==> config.mk <==
export PLATFORM = sky130hd
export DESIGN_NAME = mio_arbiter
export DESIGN_NICKNAME = d
export VERILOG_FILES = /design/src/rtl/mio_arb_pkg.sv /design/src/rtl/mio_arbiter.sv
export SDC_FILE = /design/constraint.sdc
export NUM_CORES = 1
export LEC_CHECK = 0
export ABC_AREA = 1
export CAP_MARGIN = 0
export CORE_ASPECT_RATIO = 1.5
export CORE_UTILIZATION = 30
export DETAILED_ROUTE_END_ITERATION = 12
export SYNTH_ARGS = -nofsm -noshare
export SYNTH_HDL_FRONTEND = slang
export SYNTH_SLANG_ARGS = --single-unit
==> constraint.sdc <==
create_clock -name clk -period 2 [get_ports clk]
set_clock_uncertainty 0.1 [all_clocks]
set_input_delay 0.3 -clock clk [delete_from_list [all_inputs] [get_ports clk]]
set_output_delay 0.3 -clock clk [all_outputs]
set_load 0.02 [all_outputs]
==> src/rtl/mio_arb_pkg.sv <==
// Shared types and constants for the CPU/DMA memory-bus arbiter.
package mio_arb_pkg;

  typedef enum logic [2:0] {
    ST_IDLE     = 3'd0,
    ST_BUSY_CPU = 3'd1,
    ST_BUSY_DMA = 3'd2,
    ST_RESP_CPU = 3'd3,
    ST_RESP_DMA = 3'd4
  } arb_state_t;

  localparam logic [31:0] ERR_DATA   = 32'hDEAD_BEEF;
  localparam logic [1:0]  GRANT_NONE = 2'b00;
  localparam logic [1:0]  GRANT_CPU  = 2'b01;
  localparam logic [1:0]  GRANT_DMA  = 2'b10;

endpackage

==> src/rtl/mio_arbiter.sv <==
// Two-master (CPU priority, DMA starvation guard) arbiter for one memory/IO
// slave port, with per-access timeout and a registered one-cycle ready pulse.
module mio_arbiter
  import mio_arb_pkg::*;
#(
  parameter int TIMEOUT    = 15,
  parameter int STARVE_MAX = 3
) (
  input  logic        clk,
  input  logic        reset,
  input  logic        cpu_req,
  input  logic        cpu_we,
  input  logic [31:0] cpu_addr,
  input  logic [31:0] cpu_wdata,
  output logic [31:0] cpu_rdata,
  output logic        cpu_ready,
  input  logic        dma_req,
  input  logic        dma_we,
  input  logic [31:0] dma_addr,
  input  logic [31:0] dma_wdata,
  output logic [31:0] dma_rdata,
  output logic        dma_ready,
  output logic        mem_req,
  output logic        mem_we,
  output logic [31:0] mem_addr,
  output logic [31:0] mem_wdata,
  input  logic [31:0] mem_rdata,
  input  logic        mem_ack,
  output logic        bus_err,
  output logic [1:0]  grant
);

  localparam int TW = $clog2(TIMEOUT + 1);
  localparam int SW = $clog2(STARVE_MAX + 1);
  localparam logic [TW-1:0] T_LAST = TW'(TIMEOUT - 1);
  localparam logic [SW-1:0] S_MAX  = SW'(STARVE_MAX);

  arb_state_t    state_reg, state_next;
  logic [TW-1:0] tcnt_reg;
  logic [SW-1:0] starve_reg;
  logic          we_reg;
  logic [31:0]   addr_reg, wdata_reg;
  logic [31:0]   cpu_rdata_reg, dma_rdata_reg;
  logic          bus_err_reg;

  logic take_cpu, take_dma, ack_take, abort;

  always_comb begin
    state_next = state_reg;
    take_cpu   = 1'b0;
    take_dma   = 1'b0;
    ack_take   = 1'b0;
    abort      = 1'b0;
    case (state_reg)
      ST_IDLE: begin
        // CPU wins ties unless DMA has already lost STARVE_MAX contested rounds.
        if (cpu_req && (!dma_req || starve_reg != S_MAX)) begin
          take_cpu   = 1'b1;
          state_next = ST_BUSY_CPU;
        end else if (dma_req) begin
          take_dma   = 1'b1;
          state_next = ST_BUSY_DMA;
        end
      end
      ST_BUSY_CPU, ST_BUSY_DMA: begin
        if (mem_ack) begin
          ack_take   = 1'b1;
          state_next = (state_reg == ST_BUSY_CPU) ? ST_RESP_CPU : ST_RESP_DMA;
        end else if (tcnt_reg == T_LAST) begin
          abort      = 1'b1;
          state_next = (state_reg == ST_BUSY_CPU) ? ST_RESP_CPU : ST_RESP_DMA;
        end
      end
      ST_RESP_CPU, ST_RESP_DMA: state_next = ST_IDLE;
      default: state_next = ST_IDLE;
    endcase
  end

  always_ff @(posedge clk or negedge reset) begin
    if (!reset) begin
      state_reg     <= ST_IDLE;
      tcnt_reg      <= '0;
      starve_reg    <= '0;
      we_reg        <= 1'b0;
      addr_reg      <= '0;
      wdata_reg     <= '0;
      cpu_rdata_reg <= '0;
      dma_rdata_reg <= '0;
      bus_err_reg   <= 1'b0;
    end else begin
      state_reg   <= state_next;
      bus_err_reg <= abort;
      if (take_cpu) begin
        we_reg    <= cpu_we;
        addr_reg  <= cpu_addr;
        wdata_reg <= cpu_wdata;
        tcnt_reg  <= '0;
        if (dma_req && starve_reg != S_MAX)
          starve_reg <= starve_reg + 1'b1;
      end else if (take_dma) begin
        we_reg     <= dma_we;
        addr_reg   <= dma_addr;
        wdata_reg  <= dma_wdata;
        tcnt_reg   <= '0;
        starve_reg <= '0;
      end else if (ack_take || abort) begin
        if (state_reg == ST_BUSY_CPU)
          cpu_rdata_reg <= ack_take ? mem_rdata : ERR_DATA;
        else
          dma_rdata_reg <= ack_take ? mem_rdata : ERR_DATA;
      end else if (state_reg == ST_BUSY_CPU || state_reg == ST_BUSY_DMA) begin
        tcnt_reg <= tcnt_reg + 1'b1;
      end
    end
  end

  assign mem_req   = (state_reg == ST_BUSY_CPU) || (state_reg == ST_BUSY_DMA);
  assign mem_we    = we_reg;
  assign mem_addr  = addr_reg;
  assign mem_wdata = wdata_reg;
  assign cpu_rdata = cpu_rdata_reg;
  assign dma_rdata = dma_rdata_reg;
  assign cpu_ready = (state_reg == ST_RESP_CPU);
  assign dma_ready = (state_reg == ST_RESP_DMA);
  assign bus_err   = bus_err_reg;
  assign grant     = (state_reg == ST_BUSY_CPU) ? GRANT_CPU :
                     (state_reg == ST_BUSY_DMA) ? GRANT_DMA : GRANT_NONE;

endmodule

Word-level counts from Yosys, hierarchy flattened
Cells that the tools add are included.
Operators by class
  $add $sub $neg: 2
  $mul: 0
  divide/modulo/power cells: 0
  magnitude comparators: 0
  equal/unequal tests: 10
  shift-type cells: 0
  muxes and demuxes: 32
  bitwise operators: 3
  reduce and logical (&&, ||, !) cells: 15
Operators by type and width (number)
  32-bit 2-to-1 mux: 5
  4-bit 2-to-1 mux: 4
  3-bit 2-to-1 mux: 5
  1-bit 2-to-1 mux: 12
  2-bit 2-to-1 mux: 5
  3-bit inequality test, second input constant: 3
  4-bit AND reduction: 2
  3-bit by 2-bit == test with 1-bit output, second input constant: 2
  3-bit case mux with 2 select lines: 1
  2-bit AND reduction: 3
  4-bit by 1-bit adder with 4-bit output, second input constant: 1
  4-bit == test, second input constant: 1
  3-bit by 1-bit == test with 1-bit output, second input constant: 1
  3-bit == test, second input constant: 1
  3-bit zero test: 1
  1-bit logical OR: 3
  1-bit NOT: 3
  3-bit nonzero test: 1
  2-bit by 1-bit adder with 2-bit output, second input constant: 1
  1-bit logical AND: 2
  2-bit by 1-bit inequality test with 1-bit output, second input constant: 1
  2-bit inequality test, second input constant: 1
  2-bit nonzero test: 1
  2-bit OR reduction: 1
  1-bit zero test: 1
Word-level totals
  register bits after elaboration: 139
  latch bits: 0
  memory bits (writable): 0
  bits in read-only memories: 0
  bits of input ports: 167
  output and inout port bits: 135
  word-level logic and storage cells: 71
  memories kept: 0

Depth between registers and ports, before layout
Gate-level depths: netlist of the first run.
  depth in word-level cells: 8
  mapped depth: 10
  mapped depth without buffers: 10

Worst setup path after synthesis of the first run
No wires, ideal clock.
  kind: register to register
  start: register tcnt_reg[0]
  end: register dma_rdata_reg[10], in the netlist dma_rdata[10]
  library setup time: 0.123 ns
  data arrival time: 1.337 ns
  data required time: 1.777 ns
  path slack: 0.440 ns
  stages on the path, launching flop included: 11
  buffers on the path: 1
  period minus slack after synthesis: 1.560 ns
  path through: dfrtp_1 inv_1 ha_1 nand3_1 nand2_1 inv_2 nor2_2 inv_1 buf_2 nand2_1 nand2_1
On the way
  cells in the longest elaborated chain, start to end: 6
Ends and longest elaborated chain
  from (decl): RTL line mio_arbiter.sv:39  | logic [TW-1:0] tcnt_reg;
  from (signal assigned): RTL line mio_arbiter.sv:112  | tcnt_reg <= tcnt_reg + 1'b1;
  4-bit == test: RTL line mio_arbiter.sv:69  | end else if (tcnt_reg == T_LAST) begin
  1-bit 2-to-1 mux: RTL line mio_arbiter.sv:69
  1-bit 2-to-1 mux: RTL line mio_arbiter.sv:66  | if (mem_ack) begin
  1-bit 2-to-1 mux: RTL line mio_arbiter.sv:54  | case (state_reg)
  1-bit logical OR: RTL line mio_arbiter.sv:106  | end else if (ack_take || abort) begin
  4-bit AND reduction (no line)
  to (signal assigned): RTL line mio_arbiter.sv:110  | dma_rdata_reg <= ack_take ? mem_rdata : ERR_DATA;
  to (decl): RTL line mio_arbiter.sv:43  | logic [31:0] cpu_rdata_reg, dma_rdata_reg;
Every way passes these cells.
A chain may end at the register's enable or synchronous reset.

Final worst setup path of the first run
  start: register state_reg[1]
  end: output grant[0]
On the way
  cells in the longest elaborated chain, start to end: 2
Ends and longest elaborated chain
  from (decl): RTL line mio_arbiter.sv:38  | arb_state_t state_reg, state_next;
  from (signal assigned): RTL line mio_arbiter.sv:91  | state_reg <= state_next;
  3-bit by 1-bit == test with 1-bit output: RTL line mio_arbiter.sv:126  | assign grant = (state_reg == ST_BUSY_CPU) ? GRANT_CPU :
  2-bit 2-to-1 mux: RTL line mio_arbiter.sv:126
  to (decl): RTL line mio_arbiter.sv:30  | output logic [1:0] grant
Every way passes these cells.

==> results of run 1 <==
[power by group]
group	internal, mW	switching (mW)	leakage [nW]
Sequential	4.16	0.752	1.69
Combinational	3.69	4.53	2.50
Clock	1.87	1.26	0.283
[worst register-to-register path: cells and delay by family, from the launching register on]
kind,cells,cell delay (ns)
simple gates,6,0.66
flops,1,0.39
buf+inv,3,0.49
[synth_stat cells]
library cell,number
ha_1,3
buf_1,2
dfrtp_1,139
o21bai_1,24
nor2_2,3
nor2_1,78
clkbuf_1,16
nand4_1,2
nand2_1,177
a21oi_2,1
nand3_4,2
buf_2,17
inv_1,46
nand3_1,6
nor3_1,27
buf_4,9
a21oi_1,2
o21ai_1,73
nand2_2,3
inv_2,6
o21ai_0,86
[cells by family (layout without fill, tap and decap cells)]
kind of cell,after synthesis,count (layout),synth area share (%)
AOI/OAI and AO/OA,186,186,16.2
adders and majority gates,3,3,0.612
buffers and inverters,96,407,6.77
DFF,139,139,56.7
and+or+nand+nor,298,298,19.7
[final timing paths]
| kind | end | from | cells after the start |
|---|---|---|---|
| setup / recovery | grant[0] | state_reg[1] | 4 |
| hold / removal | dma_rdata[10] | reset | 2 |
| setup reg to reg | cpu_rdata[8] | state_reg[2] | 9 |
| hold reg to reg | starve_reg[0] | starve_reg[0] | 1 |
| max in group asynchronous | mem_wdata[24] | reset | 3 |
| min in group clk | starve_reg[0] | starve_reg[0] | 1 |
[stage by stage]
stage | instances | utilization (%) | power, mW | cell area [µm²]
2_1_floorplan | 722 | - | 9.18 | 6130
3_3_place_gp | 1261 | 48.0 | 13.2 | 9540
3_5_place_dp | 1261 | 48.0 | 13.3 | 9540
4_1_cts | 1293 | 51.0 | 16.5 | 10100
5_1_grt | 1293 | 51.0 | 17.4 | 10100
6_report | 1293 | 51.0 | 16.3 | 10100
[layout make-up]
| type | instances | share of cell area, % |
|---|---|---|
| sequential | 139 | 34.4 |
| multi-input combinational | 487 | 22.3 |
| clock buffer | 18 | 4.34 |
| inverter | 52 | 1.93 |
| tap | 260 | 3.21 |
| timing repair buffer | 324 | 32.5 |
| clock inverter | 13 | 1.41 |
[layer usage]
layer  vias up  wire [µm]
met5         -          0
met4         0        581
met3        30       1160
met2       209      10600
met1      2768       7670
li1       2923          -
[timing repair]
| action | CTS | global route |
|---|---|---|
| resized for setup | 6 | 3 |
| endpoints found under the setup margin | 5 | 2 |
| cloned | 0 | 0 |
| endpoints found under the hold margin | 38 | 0 |
| hold buffers | 1 | 0 |
| pin swaps | 0 | 0 |
==> impl_metrics.tcl, run 1 <==
set metrics [dict create \
    run_status "completed" \
    num_rows 63 \
    cellLeakagePower_nw 4.48 \
    ys_ff_latch 139 \
    worstHoldPathType "in -> async" \
    final_hold_viol_count 0 \
    via_per_inst 4.59 \
    die_height_um 177 \
    routedWlPerCell_um 15.5 \
    grt_use_met2_pct 34.4 \
    grt_pass1_wl_mm 31.8 \
    grt_pass1_vias 6058 \
    drtIter0Drc 265 \
    worstMarginPinSlew_ns 0.441 \
    final_nets 1191 \
    cts_buffers 17 \
    antenna_found_initial 0 \
    antenna_left 0 \
    syn_avg_cell_area_um2 8.49 \
    rsz0062_at_grt "false" \
    synth_cells 722 \
    clock_path_buffers 2 \
    fmax_mhz 529 \
    slew_violations 0 \
    fp.dieW_um 119 \
    drive_gt1_share_pct 6.87 \
    vias 5930 \
    grt_use_met1_pct 21.7 \
    area_delta_synth_final_pct 65.0 \
    cp-end-kind "primary output" \
    cp_num_buf_inv 3 \
    ir_drop_mv 0.765 \
    critPathMaxStageDelay_ns 0.41 \
    synth_area_um2 6130 \
    period_minus_slack_ns 1.89 \
    ioPinCount 302 \
    synth_top_area_share_pct 56.7 \
    path_cells "inv_2, nand3_4, inv_1, dlygate4sd2_1" \
    slew-limit-headroom_pct 70.6 \
    antenna_cells 0 \
    period_share_pct 94.5 \
    ys_types 21 \
    rrSetupSlack_ns 0.28 \
    final_cell_mix "295 x clkdlybuf4s50_1, 177 x nand2_1, 139 x dfrtp_1" \
    syn_nets 892 \
    drt_pass1_iterations 4 \
    clk_pin_slew_ns 0.06 \
    fin_tns_setup_ns 0 \
    critPathMaxFanout 4 \
    max-cap-violations 0 \
    cts_setup_buffers 0 \
    crit_path_top_delay_cell "dfrtp_1" \
    holdWs_ns 0.278 \
    drcViolationCount 0 \
    fill_cells 1963 \
    place_ws_ns 0.0930 \
    regArea_um2 3480 \
    cts_root_buffer "clkbuf_16" \
    grt_max_degree 47 \
    worstPathArrival_ns 1.49 \
    worstSetupPathType "reg -> out" \
    dieArea_um2 21000 \
    yosys-top-cells-area "dfrtp_1 57%, nand2_1 11%, o21ai_0 7.0%" \
    post-dp-hpwl_mm 14.3 \
    start_util_pct 30.9 \
    final_common_cell "clkdlybuf4s50_1" \
    seq_area_frac_synth_pct 56.7 \
    setup.worst_path.start_class "flip-flop" \
    power_density_nw_per_um2 1610 \
    multiInputGateArea_um2 2250 \
    cts.sinks 139 \
    crit_family "buffers and inverters" \
    yosys_warnings 0 \
    setup_ws_ns 0.111 \
    busiest_layer "met2" \
    grt_use_met3_pct 4.67 \
    core_um2 19900 \
    cp.required_ns 1.60 \
    portBuffers 301 \
    gp_congestion 0.788 \
    worstSkewPairLatency_ns 0.40 \
    setup_violations 0 \
    overflow 0 \
    yosysTopAreaCell "dfrtp_1" \
    grt_usage_pct 19.3 \
    htreeDepth 4 \
    routed_wl_mm 20.0 \
    cts_tree "yes" \
]
Power figures use the tool's default switching activity.
==> run 2, diff against run 1 <==
CTS_BUF_LIST = sky130_fd_sc_hd__clkbuf_16   (was unset)
==> run 2 against run 1 <==
Effect of this change:
- sequential cell count is the same
- sequential share of layout area about the same
- count of clock-buffer cells in the layout fell by 1
- non-clock buffer count stayed put
- via count about the same
- setup slack barely moved
- hold slack about the same
- power down 0.27%
- clock power decreased by 1%
==> impl_metrics.tcl, run 2 (synthesized netlist as in run 1, its figures left out) <==
set metrics [dict create \
    power.switching_mw 6.53 \
    cts_tree "yes" \
    area_delta_synth_final_pct 64.9 \
    drt_pass1_iterations 4 \
    grt_pass1_vias 6054 \
    rr_worst_depth 9 \
    core_um2 19900 \
    antenna_cells 0 \
    grt_usage_pct 19.3 \
    worstMarginPinSlew_ns 0.441 \
    rsz0062_at_grt "false" \
    vias 5927 \
    holdWs_ns 0.278 \
    routed_wl_mm 20.0 \
    pwr-share-clk_pct 19.0 \
    place_ws_ns 0.0930 \
    fp.dieW_um 119 \
    clock_path_buffers 2 \
    num_rows 63 \
    seqPwrFrac_pct 30.3 \
    critPathCapture "grant[0]" \
    setup.worst_path.start_class "flip-flop" \
    antenna_found_initial 0 \
    fmax_mhz 529 \
    worstSkewPairLatency_ns 0.40 \
    setup_ws_ns 0.110 \
    worstSetupPathType "reg -> out" \
    power_density_nw_per_um2 1600 \
    slew-limit-headroom_pct 70.6 \
    rrSetupSlack_ns 0.28 \
    cp.required_ns 1.60 \
    final_hold_viol_count 0 \
    post-dp-hpwl_mm 14.3 \
    cts_root_buffer "clkbuf_16" \
    p_sw_share_pct 40.3 \
    clk_pin_slew_ns 0.06 \
    intPower_mw 9.69 \
    fill_cells 1962 \
    start_util_pct 30.9 \
    via_per_inst 4.58 \
    cp-end-kind "primary output" \
    cellLeakagePower_nw 4.47 \
    drive_gt1_share_pct 6.78 \
    final_cell_mix "295 x clkdlybuf4s50_1, 177 x nand2_1, 139 x dfrtp_1" \
    cts_buffers 17 \
    critPathMaxFanout 4 \
    place_area_um2 9540 \
    finalInstanceArea_um2 10100 \
    cts_setup_buffers 0 \
    run_status "completed" \
    overflow 0 \
    dieArea_um2 21000 \
    portBuffers 301 \
    worstReg2RegStart "state_reg[2]" \
    drcViolationCount 0 \
    rr_endpoint "cpu_rdata[8]" \
    period_minus_slack_ns 1.89 \
    setup_violations 0 \
    worstHoldPathType "in -> async" \
    max-cap-violations 0 \
    final_nets 1191 \
    period_share_pct 94.5 \
    routedWlPerCell_um 15.4 \
    drtIter0Drc 277 \
    antenna_left 0 \
    grt_pass1_wl_mm 31.8 \
    die_height_um 177 \
    final_common_cell "clkdlybuf4s50_1" \
    htreeDepth 4 \
    grt_max_degree 47 \
    crit_path_start "state_reg[1]" \
    cts.sinks 139 \
    worstPathArrival_ns 1.49 \
    fin_tns_setup_ns 0 \
    totalPowerFinal_mw 16.2 \
    ir_drop_mv 0.766 \
    ioPinCount 302 \
    slew_violations 0 \
    power_frac_comb_pct 50.7 \
    gp_congestion 0.788 \
]
-- run 2: changes by cell type in the layout (fill, tap and decap cells not counted) --
cell	before	now
clkinv_1	0	1
clkbuf_8	1	0
-- run 2: how the worst min path moves through the flow --
stage                from            end  slack (ns)
global route        reset  dma_rdata[10]        0.31
detailed placement  reset  dma_rdata[10]        0.15
floorplan           reset        bus_err        -0.1
CTS                 reset  dma_rdata[10]        0.28
finish              reset  dma_rdata[10]        0.28
global placement    reset  dma_rdata[10]        0.15
-- run 2: area by class of cell --
cell class | count | area [µm²] | share of cell area (%)
sequential | 139 | 3480 | 34.4
timing repair buffer | 324 | 3290 | 32.5
multi-input combinational | 487 | 2250 | 22.3
clock buffer | 17 | 425 | 4.21
tap | 260 | 325 | 3.22
inverter | 52 | 195 | 1.93
clock inverter | 14 | 146 | 1.45
-- run 2: metrics by stage --
| step | instances | util [%] |
|---|---|---|
| global placement | 1261 | 48.0 |
| CTS | 1293 | 50.9 |
| detailed placement | 1261 | 48.0 |
| floorplan | 722 | - |
| global route | 1293 | 50.9 |
| finish | 1293 | 50.9 |
-- run 2: critical path: stages (launching register included) --
cell	delay [ns]
dfrtp_1	0.41
inv_2	0.12
nand3_4	0.09
inv_1	0.09
dlygate4sd2_1	0.37
-- run 2: routing by layer --
metal  vias up  share of wire [%]  track usage [%]
li1       2923                  -                -
met1      2760                 38             21.7
met2       213                 53             34.3
met3        31                5.9             4.67
met4         0                2.9             8.81
met5         -                  0                0
-- run 2: power groups by stage --
stage	Combinational, mW	Clock, mW	Sequential (mW)
2_1_floorplan	2.74	0	6.43
3_3_place_gp	8.31	0	4.92
3_5_place_dp	8.38	0	4.94
4_1_cts	8.37	3.18	4.92
5_1_grt	8.95	3.30	5.09
6_report	8.22	3.09	4.91
-- run 2: repair_timing --
action,in CTS,in global routing
resized for setup,6,3
endpoints found under the setup margin,5,2
hold buffers,1,0
endpoints found under the hold margin,38,0
